## src/rtl/scm_stream_pkg.sv

```systemverilog
// Shared types and constants for the SCM burst read initiator.
package scm_stream_pkg;

    typedef enum logic [1:0] {
        IDLE   = 2'd0,
        STREAM = 2'd1,
        DRAIN  = 2'd2
    } stream_state_e;

    localparam int BUF_DEPTH = 2;
    localparam int BUF_CNT_W = $clog2(BUF_DEPTH + 1);

endpackage

```

## src/rtl/scm_stream_skid_fifo.sv

```systemverilog
// Two-entry FIFO that holds read words (plus last flag) between memory and consumer.
module scm_stream_skid_fifo
    import scm_stream_pkg::*;
#(
    parameter int WIDTH = 33
) (
    input  logic                 clk,
    input  logic                 rst,
    input  logic                 push,
    input  logic [WIDTH-1:0]     push_data,
    input  logic                 pop,
    output logic [BUF_CNT_W-1:0] count,
    output logic [WIDTH-1:0]     head
);

    logic [WIDTH-1:0] entry [BUF_DEPTH];
    logic             wr_ptr;
    logic             rd_ptr;

    // Writing the slot being popped in the same cycle is safe: the pop reads the old value.
    always_ff @(posedge clk or posedge rst) begin
        if (rst) begin
            for (int i = 0; i < BUF_DEPTH; i++) begin
                entry[i] <= '0;
            end
            wr_ptr <= 1'b0;
            rd_ptr <= 1'b0;
            count  <= '0;
        end else begin
            if (push) begin
                entry[wr_ptr] <= push_data;
                wr_ptr        <= ~wr_ptr;
            end
            if (pop) begin
                rd_ptr <= ~rd_ptr;
            end
            case ({push, pop})
                2'b10:   count <= count + BUF_CNT_W'(1);
                2'b01:   count <= count - BUF_CNT_W'(1);
                default: count <= count;
            endcase
        end
    end

    assign head = entry[rd_ptr];

endmodule

```

## src/rtl/scm_stream_reader.sv

```systemverilog
// Burst read initiator for 1R1W SCM register files: issues reads with credit-based
// flow control and returns the words on a valid/ready stream.
module scm_stream_reader
    import scm_stream_pkg::*;
#(
    parameter int ADDR_WIDTH = 5,
    parameter int DATA_WIDTH = 32,
    parameter int LEN_WIDTH  = ADDR_WIDTH + 1
) (
    input  logic                  clk,
    input  logic                  rst,
    input  logic                  cmd_valid_i,
    output logic                  cmd_ready_o,
    input  logic [ADDR_WIDTH-1:0] cmd_base_i,
    input  logic [LEN_WIDTH-1:0]  cmd_len_i,
    output logic                  rd_en_o,
    output logic [ADDR_WIDTH-1:0] rd_addr_o,
    input  logic [DATA_WIDTH-1:0] rd_data_i,
    output logic                  out_valid_o,
    input  logic                  out_ready_i,
    output logic [DATA_WIDTH-1:0] out_data_o,
    output logic                  out_last_o,
    output logic                  done_o,
    output logic                  busy_o
);

    localparam logic [LEN_WIDTH-1:0] MAX_LEN = LEN_WIDTH'(2 ** ADDR_WIDTH);
    localparam logic [LEN_WIDTH-1:0] ONE     = LEN_WIDTH'(1);

    stream_state_e         state_q;
    stream_state_e         state_d;
    logic [ADDR_WIDTH-1:0] addr_q;
    logic [LEN_WIDTH-1:0]  issue_cnt_q;
    logic [LEN_WIDTH-1:0]  out_cnt_q;
    logic                  inflight_q;
    logic                  inflight_last_q;
    logic                  done_q;

    logic                  accept;
    logic                  pop;
    logic                  credit;
    logic                  issue_last;
    logic [2:0]            occupancy;
    logic [BUF_CNT_W-1:0]  buf_count;
    logic [DATA_WIDTH:0]   buf_head;

    assign accept     = cmd_valid_i & cmd_ready_o;
    assign pop        = out_valid_o & out_ready_i;
    assign issue_last = (issue_cnt_q == ONE);

    // A read may only issue if its data is guaranteed a FIFO slot when it returns.
    assign occupancy = 3'(buf_count) + 3'(inflight_q) - 3'(pop);
    assign credit    = (occupancy < 3'd2);

    assign rd_en_o     = (state_q == STREAM) && (issue_cnt_q != '0) && credit;
    assign rd_addr_o   = addr_q;
    assign cmd_ready_o = (state_q == IDLE);
    assign busy_o      = (state_q != IDLE);
    assign done_o      = done_q;

    always_ff @(posedge clk or posedge rst) begin
        if (rst) begin
            state_q <= IDLE;
        end else begin
            state_q <= state_d;
        end
    end

    always_comb begin
        state_d = state_q;
        case (state_q)
            IDLE: begin
                if (accept && (cmd_len_i != '0)) begin
                    state_d = STREAM;
                end
            end
            STREAM: begin
                if (rd_en_o && issue_last) begin
                    state_d = DRAIN;
                end
            end
            DRAIN: begin
                if (pop && (out_cnt_q == ONE)) begin
                    state_d = IDLE;
                end
            end
            default: state_d = IDLE;
        endcase
    end

    // The last flag travels with the read so the FIFO head always knows if it ends the burst.
    always_ff @(posedge clk or posedge rst) begin
        if (rst) begin
            addr_q          <= '0;
            issue_cnt_q     <= '0;
            out_cnt_q       <= '0;
            inflight_q      <= 1'b0;
            inflight_last_q <= 1'b0;
            done_q          <= 1'b0;
        end else begin
            if (accept) begin
                addr_q      <= cmd_base_i;
                issue_cnt_q <= cmd_len_i;
                out_cnt_q   <= cmd_len_i;
            end else begin
                if (rd_en_o) begin
                    addr_q      <= addr_q + ADDR_WIDTH'(1);
                    issue_cnt_q <= issue_cnt_q - ONE;
                end
                if (pop) begin
                    out_cnt_q <= out_cnt_q - ONE;
                end
            end
            inflight_q      <= rd_en_o;
            inflight_last_q <= rd_en_o && issue_last;
            done_q          <= (accept && (cmd_len_i == '0)) ||
                               ((state_q == DRAIN) && pop && (out_cnt_q == ONE));
        end
    end

    scm_stream_skid_fifo #(
        .WIDTH (DATA_WIDTH + 1)
    ) u_fifo (
        .clk       (clk),
        .rst       (rst),
        .push      (inflight_q),
        .push_data ({inflight_last_q, rd_data_i}),
        .pop       (pop),
        .count     (buf_count),
        .head      (buf_head)
    );

    assign out_valid_o = (buf_count != '0);
    assign out_data_o  = buf_head[DATA_WIDTH-1:0];
    assign out_last_o  = out_valid_o & buf_head[DATA_WIDTH];

`ifndef SYNTHESIS
    len_legal_a: assert property (@(posedge clk) disable iff (rst)
        accept |-> (cmd_len_i <= MAX_LEN));

    no_overflow_a: assert property (@(posedge clk) disable iff (rst)
        inflight_q |-> ((buf_count < BUF_CNT_W'(BUF_DEPTH)) || pop));
`endif

endmodule
```

## config.mk

```make
export PLATFORM = sky130hd
export DESIGN_NAME = scm_stream_reader
export DESIGN_NICKNAME = d
export VERILOG_FILES = /design/src/rtl/scm_stream_pkg.sv /design/src/rtl/scm_stream_skid_fifo.sv /design/src/rtl/scm_stream_reader.sv
export SDC_FILE = /design/constraint.sdc
export NUM_CORES = 1
export LEC_CHECK = 0
export BUFFER_PORTS_ARGS = -buffer_cell sky130_fd_sc_hd__buf_4
export CAP_MARGIN = 40
export CORE_ASPECT_RATIO = 0.7
export CORE_UTILIZATION = 25
export DETAILED_ROUTE_END_ITERATION = 6
export GPL_TIMING_DRIVEN = 0
export HOLD_SLACK_MARGIN = 0.08
export PLACE_DENSITY = 0.54
export SLEW_MARGIN = 40
export SYNTH_ARGS = -nofsm -noshare
export SYNTH_HDL_FRONTEND = slang
export SYNTH_HIERARCHICAL = 1
export SYNTH_SLANG_ARGS = --single-unit
export TNS_END_PERCENT = 30
```

## constraint.sdc

```tcl
create_clock -name clk -period 3.88 [get_ports clk]
set_clock_uncertainty 0.1 [all_clocks]
set_input_delay 0.194 -clock clk [delete_from_list [all_inputs] [get_ports clk]]
set_output_delay 0.194 -clock clk [all_outputs]
set_load 0.01 [all_outputs]
```

==> results.md <==
- The library cells used most frequently in the layout, excluding fill and tap cells, are dfrtp_1 (92), buf_4 (89), mux2_2 (69).
- The minimum clock period is between 3000 and 4000 ps.
- The initial core utilization is approximately 26%.
- Synthesis handed over a netlist of approximately 330 instances.
- The proportion of register bits with asynchronous set or reset after synthesis is 100.0%.
- Static timing analysis puts the maximum clock frequency at around 280 MHz.
- The maximum single-stage delay on the critical path is ~490 ps.
- The utilization after layout is roughly 36%.
- The congestion estimate from routability-driven global placement came to 0.7653.
- The global-route wire length before repair is 16,330 um.
- The number of I/O port buffers is roughly 90.
- Traced cell by cell, the critical path runs through o21ai_1 -> inv_1 -> ha_1 -> nand2b_1 -> fa_1 -> nand3b_1 -> a211o_2 -> inv_2 -> mux2_4 -> a221o_1.
- Power spread over the standard cell area amounts to approximately 820 nW/um^2.
- The maximum fanout along the worst path is 11.
- The routed wire length is approximately 10000 um.
- Each instance of the synthesized netlist takes up on average 13.71 um^2.
- The number of flip-flops and latches in the synthesized netlist is ~90.
- Across the run, the number of max-cap violations was 0.
- The library cell used most frequently in the layout, excluding fill and tap cells, is dfrtp_1.
- Measured against its own limit, the worst slew margin works out to between 60% and 70%.
- For the worst setup path, the data arrival time is between 3000 and 4000 ps.
- The prevailing post-synth register cell is dfrtp_1.
- The overall fraction of global-route tracks in use is between 10 and 15%.
- The HPWL after detailed placement is 7032 um.
- Setup violations remaining at the end of the flow were counted as 0.
- The flow ran to the end, and the final reports show no timing, DRC or antenna violations.
- The synthesized netlist contains 48 unique library cells.
- The category of the most critical setup path is reg -> reg.
- For this run the aggregate overflow at the end of global routing stands at 0.
- The DRC violation total after the first TritonRoute iteration is about 140.
- The largest individual stage delay along the critical path comes from the cell fa_1.
- After synthesis, flip-flops and latches occupy approximately half of the total area.
- The total number of yosys warnings is 6.
- The synthesized netlist occupies a cell area of about 4500 um^2.
- In this run, synthesis inferred 0 flip-flops with an integrated enable.
- The post-route antenna net violation count is 0.
- The worst setup path is captured at a flop.
- For the worst-skew pair, the clock arrives at the later sink with an insertion delay of 340 ps.
- CTS built an H-tree with a depth of 3.
- The leakage component of the power is 2.819 nW.
- Dividing the detail-routed wire length by the instance count gives 14.15 um.
- The number of max-slew violations in the final report is 0.
- The TritonCTS clock tree is yes.
- The net count of the finished layout is 526.
- The share of cells above drive strength 1 is a little under half.
- The via count of the first global-routing pass is approximately 3,200.
- The worst path uses just over 90% of the clock period.
- The x dimension of the die is approximately 160 um.
- The clock passes through at most 2 buffers.
- For the worst setup path, the data required time is around 4000 ps.
- The number of nets handed over by synthesis was between 300 and 400.
- Entering global routing, the biggest net connects slightly above 50 pins.
- The detailed-route DRC error count is 0.
- The type of the most critical hold path is in -> reg.
- In the routed layout, each cell is associated on average with a via count of between 4 and 5.
- The via count of the routed design is around 3,000.
- Once the clock tree was built, the resizer swapped 0 gates to a different size.
- Setup repair after global routing left no endpoint under its margin.
- The total area inside the core boundary comes to 17,320 um^2.
- The row count is 40.
- 90 I/O pins were placed.
- The length of the first detailed-routing pass in iterations is 4.
- Clock-pin slew was measured on the worst setup and hold paths at 70 ps.
- The die outline area is ~18,000 um^2.
- The number of filler instances in the final layout is ~1,700.
- Compared with the post-synthesis result, the final layout area differs by 38.45%.
- The number of antenna violations at the first check in global routing came to 0.
- For the pin with the worst max-slew slack, the measured transition is 497.7 ps.
- From bottom edge to top edge, the die measures approximately 110 um.
- The nature of the critical path startpoint is a flop.
- The number of failing hold endpoints at the final stage was 0.
- The antenna diode instance count is 0.
- The worst-case IR drop observed on VDD is 0.2812 mV.
- The final setup TNS is 0 ps.
- In this run the clock root is driven by a clkbuf_16.
- The clock drives 92 sinks.
- In this run, CTS created clock tree buffers numbering 9.
-- critical path: cells and delay by family (launching register included) --
kind	cells	cell delay, ps
multiplexers	1	320
buffers and inverters	2	440
flip-flops	1	460
AO/OA/AOI/OAI	3	1050
AND/OR/NAND/NOR	2	310
adder cells (fa/ha/maj)	2	820
-- kinds of logic after synthesis --
| kind of cell | share of synthesized area, % |
|---|---|
| xor gates and xnor gates | 2.163 |
| muxes | 27.89 |
| adders and majority gates | 2.697 |
| DFF | 51.69 |
| buffers and inverters | 4.269 |
| and+or+nand+nor | 6.657 |
| AOI/OAI and AO/OA | 4.635 |
-- timing repair --
action	4_1_cts	5_1_grt
hold endpoints to repair	172	0
buffers inserted	0	0
hold buffers	44	0
-- through the flow --
stage | hold WS (ps) | area (um^2) | instances | setup slack (ps) | power [mW]
global placement | 311.2 | 5411 | 645 | 314.0 | 4.169
global route | 132.8 | 6167 | 706 | 82.88 | 5.447
CTS | 104.7 | 6167 | 706 | 244.7 | 5.165
finish | 127.2 | 6167 | 706 | 263.0 | 5.086
floorplan | 83.23 | 4454 | 325 | 669.0 | 3.351
detailed placement | 60.99 | 5444 | 646 | 273.3 | 4.239
-- state kept, by name, summed over array words and instances (netlist names) --
| signal | count |
|---|---|
| state_q | 2 |
| rd_addr_o | 5 |
| done_o | 1 |
| issue_cnt_q | 6 |
| u_fifo/entry | 66 |
| u_fifo/wr_ptr | 1 |
| u_fifo/count | 2 |
| inflight_q | 1 |
| out_cnt_q | 6 |
| u_fifo/rd_ptr | 1 |
| inflight_last_q | 1 |
-- cell type report --
class                           instances  area [um^2]  area share, %
Inverter                               13        53.80         0.8724
Tap cell                              231        289.0          4.687
Timing Repair Buffer                  134         1136          18.42
Buffer                                 15        141.4          2.293
Clock inverter                          7        57.56         0.9333
Clock buffer                            9        225.2          3.652
Sequential cell                        92         2302          37.33
Multi-Input combinational cell        205         1962          31.81
-- Yosys cell counts, types with 6 or more instances --
cell | instances | area, um^2
dfrtp_1 | 92 | 2302
ha_1 | 8 | 100.1
inv_1 | 12 | 45.04
mux2_2 | 69 | 777.0
mux2_4 | 31 | 465.5
nand2_1 | 14 | 52.55
nand3_1 | 7 | 35.03
nor2_1 | 8 | 30.03
o21ai_0 | 9 | 45.04
xor2_1 | 6 | 52.55
-- worst paths after layout --
path	start	end	slack, ps	cells past startpoint
max	u_fifo/count[1]	rd_addr_o[4]	260	10
min	cmd_base_i[3]	rd_addr_o[3]	130	3
max reg2reg	u_fifo/count[1]	rd_addr_o[4]	260	10
min reg2reg	u_fifo/entry[22]	u_fifo/entry[22]	400	1
max in group asynchronous	rst	u_fifo/entry[45]	2930	4
min in group asynchronous	rst	u_fifo/entry[29]	240	3
-- layer usage --
metal	share of wire (%)	vias up	track usage (%)	wire (um)
li1	-	1446	-	-
met1	48	1503	15.48	4756
met4	0.87	0	2.893	87
met5	0	-	0	0
met2	47	48	17.93	4672
met3	4.7	7	3.818	474
-- power by group --
part,switching (mW),total [mW],internal [mW]
logic,1.05,2.50,1.45
registers,0.304,1.74,1.44
clock network,0.404,0.847,0.444
total,1.76,5.09,3.33
No activity file was read; power rests on OpenSTA's default activity.
